--- config.mk ---
export PLATFORM = sky130hd
export DESIGN_NAME = hazard_unit
export DESIGN_NICKNAME = d
export VERILOG_FILES = /design/src/rtl/hazard_unit.sv
export SDC_FILE = /design/constraint.sdc
export NUM_CORES = 1
export LEC_CHECK = 0
export CAP_MARGIN = 20
export CORE_ASPECT_RATIO = 1.75
export CORE_MARGIN = 5
export CORE_UTILIZATION = 43
export DETAILED_ROUTE_END_ITERATION = 7
export PLACE_DENSITY = 0.81
export SLEW_MARGIN = 15
export SYNTH_ARGS = -nofsm -noshare
export SYNTH_HDL_FRONTEND = slang
export SYNTH_SLANG_ARGS = --single-unit
--- constraint.sdc ---
create_clock -name clk -period 3.05 [get_ports clk]
set_input_delay 0.61 -clock clk [delete_from_list [all_inputs] [get_ports clk]]
set_output_delay 0.61 -clock clk [all_outputs]
set_load 0.02 [all_outputs]
--- src/rtl/hazard_unit.sv ---
// Pipeline hazard/redirect control: per-stage stall and flush, PC source select,
// and a small busy tracker for the multi-cycle mult/div unit.
//
//   state  | meaning
//   -------+-------------------------------------------------------------
//   S_IDLE | mult/div unit free; a MULT/DIV in EX starts it
//   S_BUSY | unit occupied, md_cnt_q counts down remaining busy cycles
module hazard_unit #(
   parameter int MUL_CYCLES = 5,
   parameter int DIV_CYCLES = 33
) (
   input  logic        clk,
   input  logic        reset,
   input  logic [4:0]  id_rs_addr,
   input  logic [4:0]  id_rt_addr,
   input  logic        id_uses_rs,
   input  logic        id_uses_rt,
   input  logic [3:0]  id_md_op,
   input  logic        idex_mem_r,
   input  logic [4:0]  idex_rt_addr,
   input  logic [3:0]  idex_md_op,
   input  logic        ex_nop,
   input  logic        ex_redirect,
   input  logic        mem_exc_req,
   input  logic        mem_eret,
   output logic        pc_stall,
   output logic [1:0]  pc_sel,
   output logic        ifid_stall,
   output logic        ifid_flush,
   output logic        cu_stall,
   output logic        cu_flush,
   output logic        exmem_flush,
   output logic        md_busy,
   output logic [31:0] stall_count
);

   typedef enum logic {
      S_IDLE = 1'b0,
      S_BUSY = 1'b1
   } md_state_t;

   localparam logic [7:0] MUL_LOAD = 8'(MUL_CYCLES - 1);
   localparam logic [7:0] DIV_LOAD = 8'(DIV_CYCLES - 1);

   md_state_t   state_q, state_d;
   logic [7:0]  md_cnt_q, md_cnt_d;
   logic [31:0] stall_count_q, stall_count_d;

   logic md_start;
   logic md_is_mul;
   logic md_abort;
   logic busy;
   logic id_md_any;
   logic md_hazard;
   logic load_use;
   logic id_hold;

   assign md_start  = !ex_nop && (idex_md_op >= 4'd1) && (idex_md_op <= 4'd4);
   assign md_is_mul = (idex_md_op == 4'd1) || (idex_md_op == 4'd2);
   assign md_abort  = mem_exc_req || mem_eret;

   // Reset masks the registered state so outputs look IDLE while reset is held.
   assign busy      = !reset && (state_q == S_BUSY);
   assign id_md_any = (id_md_op >= 4'd1) && (id_md_op <= 4'd8);
   assign md_hazard = (busy || md_start) && id_md_any;

   assign load_use = idex_mem_r && (idex_rt_addr != 5'd0) &&
                     ((id_uses_rs && (id_rs_addr == idex_rt_addr)) ||
                      (id_uses_rt && (id_rt_addr == idex_rt_addr)));

   assign id_hold = load_use || md_hazard;

   always_comb begin
      state_d  = state_q;
      md_cnt_d = md_cnt_q;
      case (state_q)
         S_IDLE: begin
            if (md_start && !md_abort) begin
               state_d  = S_BUSY;
               md_cnt_d = md_is_mul ? MUL_LOAD : DIV_LOAD;
            end
         end
         S_BUSY: begin
            if (md_abort || (md_cnt_q == 8'd0)) begin
               state_d  = S_IDLE;
               md_cnt_d = 8'd0;
            end else begin
               md_cnt_d = md_cnt_q - 8'd1;
            end
         end
         default: begin
            state_d  = S_IDLE;
            md_cnt_d = 8'd0;
         end
      endcase
   end

   always_comb begin
      pc_stall    = 1'b0;
      pc_sel      = 2'b00;
      ifid_stall  = 1'b0;
      ifid_flush  = 1'b0;
      cu_stall    = 1'b0;
      cu_flush    = 1'b0;
      exmem_flush = 1'b0;
      if (mem_exc_req) begin
         pc_sel      = 2'b10;
         ifid_flush  = 1'b1;
         cu_flush    = 1'b1;
         exmem_flush = 1'b1;
      end else if (mem_eret) begin
         pc_sel      = 2'b11;
         ifid_flush  = 1'b1;
         cu_flush    = 1'b1;
         exmem_flush = 1'b1;
      end else if (id_hold) begin
         ifid_stall = 1'b1;
         cu_flush   = 1'b1;
         // A redirect still lets the PC take the target; the delay slot waits in IF/ID.
         if (ex_redirect) begin
            pc_sel = 2'b01;
         end else begin
            pc_stall = 1'b1;
         end
      end else if (ex_redirect) begin
         pc_sel     = 2'b01;
         ifid_flush = 1'b1;
      end
   end

   assign stall_count_d = stall_count_q + {31'd0, ifid_stall};

   // Same edge as the pipeline registers.
   always_ff @(negedge clk) begin
      if (reset) begin
         state_q       <= S_IDLE;
         md_cnt_q      <= 8'd0;
         stall_count_q <= 32'd0;
      end else begin
         state_q       <= state_d;
         md_cnt_q      <= md_cnt_d;
         stall_count_q <= stall_count_d;
      end
   end

   assign md_busy     = busy;
   assign stall_count = reset ? 32'd0 : stall_count_q;

endmodule

==> results.cfg, run 1 <==
[job]
cap_violations = 0

[timing]
fin_setup_tns_ns = -37.71
max_slew.worst_pin.slew_ns = 0.9346
layout_setup_ws_ns = -1.243
rsz0062_at_grt = yes
setup_viol = 71
fin_skew_ns = 0.03876
relSlewSlack_pct = 37.70
finalHoldViolCount = 0
slew_viol_final = 0

[floorplan]
die_h_um = 110.8
die_area_mm2 = 0.007489
ios = 73
num_rows = 36
initial_core_util_pct = 44.33
die_w_um = 67.60
core_mm2 = 0.005630

[power]
switchingPower_mw = 0.5089
clkPwrFrac_pct = 45.9
p_sw_share_pct = 37.33
intPower_mw = 0.8543
p_total_mw = 1.363
pwr-share-comb_pct = 14.5
irDropWorstVdd_uv = 289.3
p_per_area_mw_per_mm2 = 272.0
p_leak_nw = 2.250
seq_power_share_pct = 39.6

[synth]
yosysUniqueCellTypes = 49
synth_xor_area_share_pct = 8.772
ys_ff_latch = 41
synth_top_family_by_area = simple AND/OR/NAND/NOR gates
syn_area_per_cell_um2 = 8.184
yosysWarnings = 0
synth_fa_ha_area_share_pct = 2.005
syn_area_mm2 = 0.002496
synth_edf_count = 0
synth.yosys.seq_area_share_pct = 32.88
dominantRegCellSynth = dfxtp_1
yosys.area_share.simple_pct = 35.24
synth_compound_area_share_pct = 9.323
synth_async_sr_flop_share_pct = 0
synthMuxAreaShare_pct = 6.717
postSynthCellCount = 305
synth_fp_nets = 341

[place]
dp_worst_setup_slack_ns = -1.872
portBuffers = 71
globalplace.congestion = 0.8316
dp_hpwl_um = 5509
dp.cells = 505

[critical_path]
crit_arrival_ns = 3.04
rr_worst_depth = 7
cp_max_fo = 3
worstReg2RegStart = stall_count_q[14]
reg2reg_setup_slack_ns = 0.79
cp-start-kind = input pin
timing.rr.end = stall_count_q[29]
required_ns = 1.80
critPathCaptureType = flop
path_class = input pin to flop

[global_routing]
grt_pass1_wl_um = 15660
grt.overflow.total = 0
antenna_found_initial = 0
grt_max_degree = 77
grt.total_usage_pct = 26.82
first_global_vias = 3467

[clocking]
clkSinkCount = 41
cts.clk_slew.worst_paths_ns = 0.08
clockBufferDepth = 2
cts_tree = done
cts_buffers = 5
root_buffer = clkbuf_8
htreeDepth = 2
clkLatencyLatePin_ns = 0.39

[routing]
top_layer = met4
drt_iter0_markers = 261
drtAntennaViolNets = 0
vias = 3381
wl_per_cell_um = 20.61
wl_met3_um = 597
route.detailed.drc = 0
wl_met2_um = 6597
drt-met1-wl_um = 4192
dr.pass1.iters = 5
totalWireLength_um = 12160
vias_per_cell = 5.731

[layout]
nets = 550
multiInputGateArea_mm2 = 0.002202
antenna_cells = 0
seq_area_um2 = 860.8
mostFrequentLayoutCell = buf_4
final_cell_count_no_fill = 590
finish.utilization_pct = 89.02
syn_to_final_growth_pct = 100.8
nFillCells = 241
drive_above_1_share_pct = 57.00
final_cell_mix = 85 x buf_4, 59 x buf_6, 48 x inv_1, 35 x nor2_1, 32 x dfxtp_2

[worst_hold_path]
worstHoldPathType = flop to flop
holdPathEnd = md_cnt_q[7]
hold_start = md_cnt_q[7]
whs_path_depth = 2

[run_status]
status = complete, but fails checks
violations = negative setup slack
## routing by layer
metal	global-route usage, %	vias to the layer above
met5	0	-
met4	17.07	0
met3	7.404	71
met2	47.63	183
met1	25.41	1640
li1	-	1487
## area by class of cell
| class | count | area share (%) |
|---|---|---|
| multi-input combinational | 238 | 43.93 |
| timing repair buffer | 176 | 31.55 |
| sequential | 41 | 17.17 |
| clock inverter | 43 | 3.245 |
| tap | 76 | 1.897 |
| clock buffer | 5 | 1.373 |
| inverter | 11 | 0.8238 |
## worst max-delay path: stages
cell             delay, ns
clkdlybuf4s50_1       0.45
xnor2_1               0.26
a32oi_2               0.18
o21ai_4               0.21
ha_4                  0.19
and4_1                0.18
nand4b_1              0.20
nor4_2                0.39
mux2_1                0.38
## sequential cells by signal, indices dropped and copies added (netlist names)
| register | flops |
|---|---|
| stall_count_q | 32 |
| md_cnt_q | 8 |
| state_q | 1 |
## repair_timing
item	in CTS	in global routing
resized for setup	384	77
setup endpoints to repair	78	74
setup buffers	18	23
hold endpoints to repair	0	0
pin swaps	39	27
gates cloned	2	0
hold buffers	0	0
## worst max-delay path by stage
stage / from / to / cells after the start
6_report: id_rs_addr[4] / stall_count_q[29] / 9
4_1_cts: idex_rt_addr[1] / stall_count_q[23] / 11
3_5_place_dp: idex_rt_addr[0] / stall_count_q[23] / 11
3_3_place_gp: idex_rt_addr[0] / stall_count_q[23] / 11
5_1_grt: id_rs_addr[4] / stall_count_q[29] / 9
2_1_floorplan: id_rs_addr[1] / stall_count_q[23] / 10
## cells by family after synthesis
| logic type | Yosys count |
|---|---|
| multiplexers | 15 |
| AND/OR/NAND/NOR | 155 |
| XOR/XNOR | 25 |
| other | 1 |
| adder cells (fa/ha/maj) | 4 |
| buffers and inverters | 27 |
| flip-flops | 41 |
| AO/OA/AOI/OAI | 37 |
## metrics by stage
step	hold slack, ns	area, µm²
5_1_grt	0.5269	5012
4_1_cts	0.4970	4606
3_3_place_gp	0.4842	3887
6_report	0.5062	5012
2_1_floorplan	0.4664	2666
3_5_place_dp	0.4908	3887
## synth_stat cells, types with 3 or more instances
| cell | n | share of area, % |
|---|---|---|
| a21oi_1 | 11 | 2.2 |
| a31oi_1 | 3 | 0.75 |
| and4_1 | 6 | 2.1 |
| buf_4 | 3 | 0.90 |
| clkbuf_1 | 9 | 1.4 |
| dfxtp_1 | 41 | 33 |
| ha_1 | 4 | 2.0 |
| inv_1 | 12 | 1.8 |
| mux2_1 | 14 | 6.3 |
| nand2_1 | 11 | 1.7 |
| nand2b_1 | 6 | 1.5 |
| nand3_1 | 11 | 2.2 |
| nand4_1 | 6 | 1.5 |
| nor2_1 | 41 | 6.2 |
| nor2b_1 | 31 | 7.8 |
| nor3_1 | 11 | 2.2 |
| nor3b_1 | 3 | 0.90 |
| nor4_1 | 6 | 1.5 |
| nor4_2 | 3 | 1.5 |
| o21ai_0 | 10 | 2.0 |
| or3_1 | 5 | 1.3 |
| xnor2_1 | 6 | 2.1 |
| xor2_1 | 19 | 6.7 |
## power groups by stage
stage / registers [mW] / logic (mW) / clock network [mW]
global placement: 0.549 / 0.140 / 0.0840
detailed placement: 0.549 / 0.145 / 0.0840
floorplan: 0.549 / 0.0642 / 0.0840
global route: 0.538 / 0.209 / 0.682
finish: 0.539 / 0.198 / 0.626
CTS: 0.541 / 0.166 / 0.580
No activity file was read; power rests on OpenSTA's default activity.
==> inputs of run 2 (changes only) <==
--- a/config.mk
+++ b/config.mk
@@ -15,3 +15,4 @@
 export SYNTH_ARGS = -nofsm -noshare
 export SYNTH_HDL_FRONTEND = slang
 export SYNTH_SLANG_ARGS = --single-unit
+export TNS_END_PERCENT = 30
==> results.cfg, run 2 (synthesized netlist as in run 1, its figures left out) <==
[critical_path]
cp_max_fo = 4
critPathCaptureType = flop
crit_arrival_ns = 2.79
path_class = input pin to flop
timing.rr.end = stall_count_q[23]
cp-start-kind = input pin
required_ns = 1.77
worstReg2RegStart = stall_count_q[12]
rr_worst_depth = 7
reg2reg_setup_slack_ns = 0.89

[layout]
nets = 522
syn_to_final_growth_pct = 84.06
antenna_cells = 0
largest_reg_flops = 32
final_cell_mix = 76 x buf_4, 47 x inv_1, 42 x buf_6, 35 x nor2_1, 25 x dfxtp_1
reg_top3 = stall_count_q: 32 flops, md_cnt_q: 8 flops, state_q: 1 flops
largest_register = stall_count_q
mostFrequentLayoutCell = buf_4
drive_above_1_share_pct = 49.28

[timing]
slew_viol_final = 0
relSlewSlack_pct = 46.28
layout_setup_ws_ns = -1.020
fin_setup_tns_ns = -32.69
finalHoldViolCount = 0
max_slew.worst_pin.slew_ns = 0.7985
rsz0062_at_grt = yes
fin_skew_ns = 0.04335
setup_viol = 74

[global_routing]
grt.met2_usage_pct = 43.59
grt_max_degree = 77
antenna_found_initial = 0
met3_usage_pct = 6.795
grt_pass1_wl_um = 13860
grt.overflow.total = 0
first_global_vias = 3246
grt_use_met1_pct = 20.86
grt.total_usage_pct = 23.09
busiest_layer = met2

[worst_hold_path]
holdPathEnd = md_cnt_q[7]
worstHoldPathType = flop to flop
hold_start = md_cnt_q[7]
whs_path_depth = 2

[clocking]
clockBufferDepth = 2
root_buffer = clkbuf_8
clkLatencyLatePin_ns = 0.40
cts_tree = done
cts_buffers = 5
cts.clk_slew.worst_paths_ns = 0.04
htreeDepth = 2
clkSinkCount = 41

[run_status]
status = complete, but fails checks
violations = negative setup slack

[place]
portBuffers = 71
dp_hpwl_um = 5207
globalplace.congestion = 0.8797

[floorplan]
core_mm2 = 0.005630
ios = 73
die_h_um = 110.8
die_area_mm2 = 0.007489
die_w_um = 67.60
num_rows = 36
initial_core_util_pct = 44.33

[routing]
vias = 3026
drtAntennaViolNets = 0
dr.pass1.iters = 7
totalWireLength_um = 9626
wl_per_cell_um = 17.10
route.detailed.drc = 0
vias_per_cell = 5.375
drt_iter0_markers = 195

[power]
switchingPower_mw = 0.4836
clkPwrFrac_pct = 47.5
p_sw_share_pct = 36.12
p_total_mw = 1.339
pwr-share-comb_pct = 12.2
seq_power_share_pct = 40.3
p_leak_nw = 2.139
p_per_area_mw_per_mm2 = 291.4
irDropWorstVdd_uv = 283.1
intPower_mw = 0.8551

[job]
cap_violations = 0
-- run 2: metrics by stage --
stage               util (%)  setup slack [ns]  hold WS, ns  cells  area, µm²
finish                 81.60            -1.020       0.5133    563       4594
global placement       67.69            -1.743       0.4801    506       3811
CTS                    77.22            -1.051       0.5035    559       4348
detailed placement     67.69            -1.920       0.4966    506       3811
floorplan                  -            -1.233       0.4664    305       2576
global route           81.60            -1.122       0.5443    563       4594
-- run 2: worst max-delay path by stage --
stage / cells past startpoint / endpoint / slack, ns / from
3_3_place_gp: 11 / stall_count_q[29] / -1.74 / idex_rt_addr[2]
6_report: 12 / stall_count_q[30] / -1.02 / id_rs_addr[1]
5_1_grt: 12 / stall_count_q[27] / -1.12 / id_rs_addr[1]
3_5_place_dp: 11 / stall_count_q[29] / -1.92 / idex_rt_addr[0]
4_1_cts: 12 / stall_count_q[21] / -1.05 / idex_rt_addr[1]
2_1_floorplan: 10 / stall_count_q[23] / -1.23 / id_rs_addr[1]
-- run 2: power groups by stage --
stage	combinational, mW	clock [mW]	sequential [mW]
after floorplan	0.0584	0.0840	0.549
after global placement	0.134	0.0840	0.549
after detailed placement	0.138	0.0840	0.549
after CTS	0.147	0.615	0.540
after global routing	0.174	0.728	0.538
final	0.163	0.636	0.540
-- run 2: area by class of cell --
| class | count | area [µm²] |
|---|---|---|
| clock buffers | 5 | 68.82 |
| clock inverters | 44 | 177.7 |
| fillers | 334 | 1036 |
| inverters | 11 | 41.29 |
| multi-input cells | 237 | 2067 |
| flip-flops and latches | 41 | 840.8 |
| well taps | 76 | 95.09 |
| repair buffers | 149 | 1304 |
-- run 2: routing by layer --
metal  share of wire (%)  vias to the layer above
met5                   0                        -
met4                 4.9                        0
met3                 4.6                       50
met2                  59                      131
met1                  32                     1429
li1                    -                     1416
-- run 2: worst max-delay path, stage by stage --
cell     delay, ns
buf_6         0.10
xor2_2        0.17
nor4_2        0.29
a32oi_2       0.17
o21ai_4       0.19
ha_4          0.15
buf_4         0.11
ha_4          0.15
nand4_4       0.12
buf_6         0.17
nor4_2        0.18
mux2_1        0.36
-- run 2: repair_timing --
action                                  in CTS  in global routing
pin swaps                                   31                 25
cloned                                       1                  0
hold buffers                                 0                  0
resized for setup                          313                 69
buffers inserted                             4                  7
endpoints found under the setup margin      78                 77
endpoints found under the hold margin        0                  0
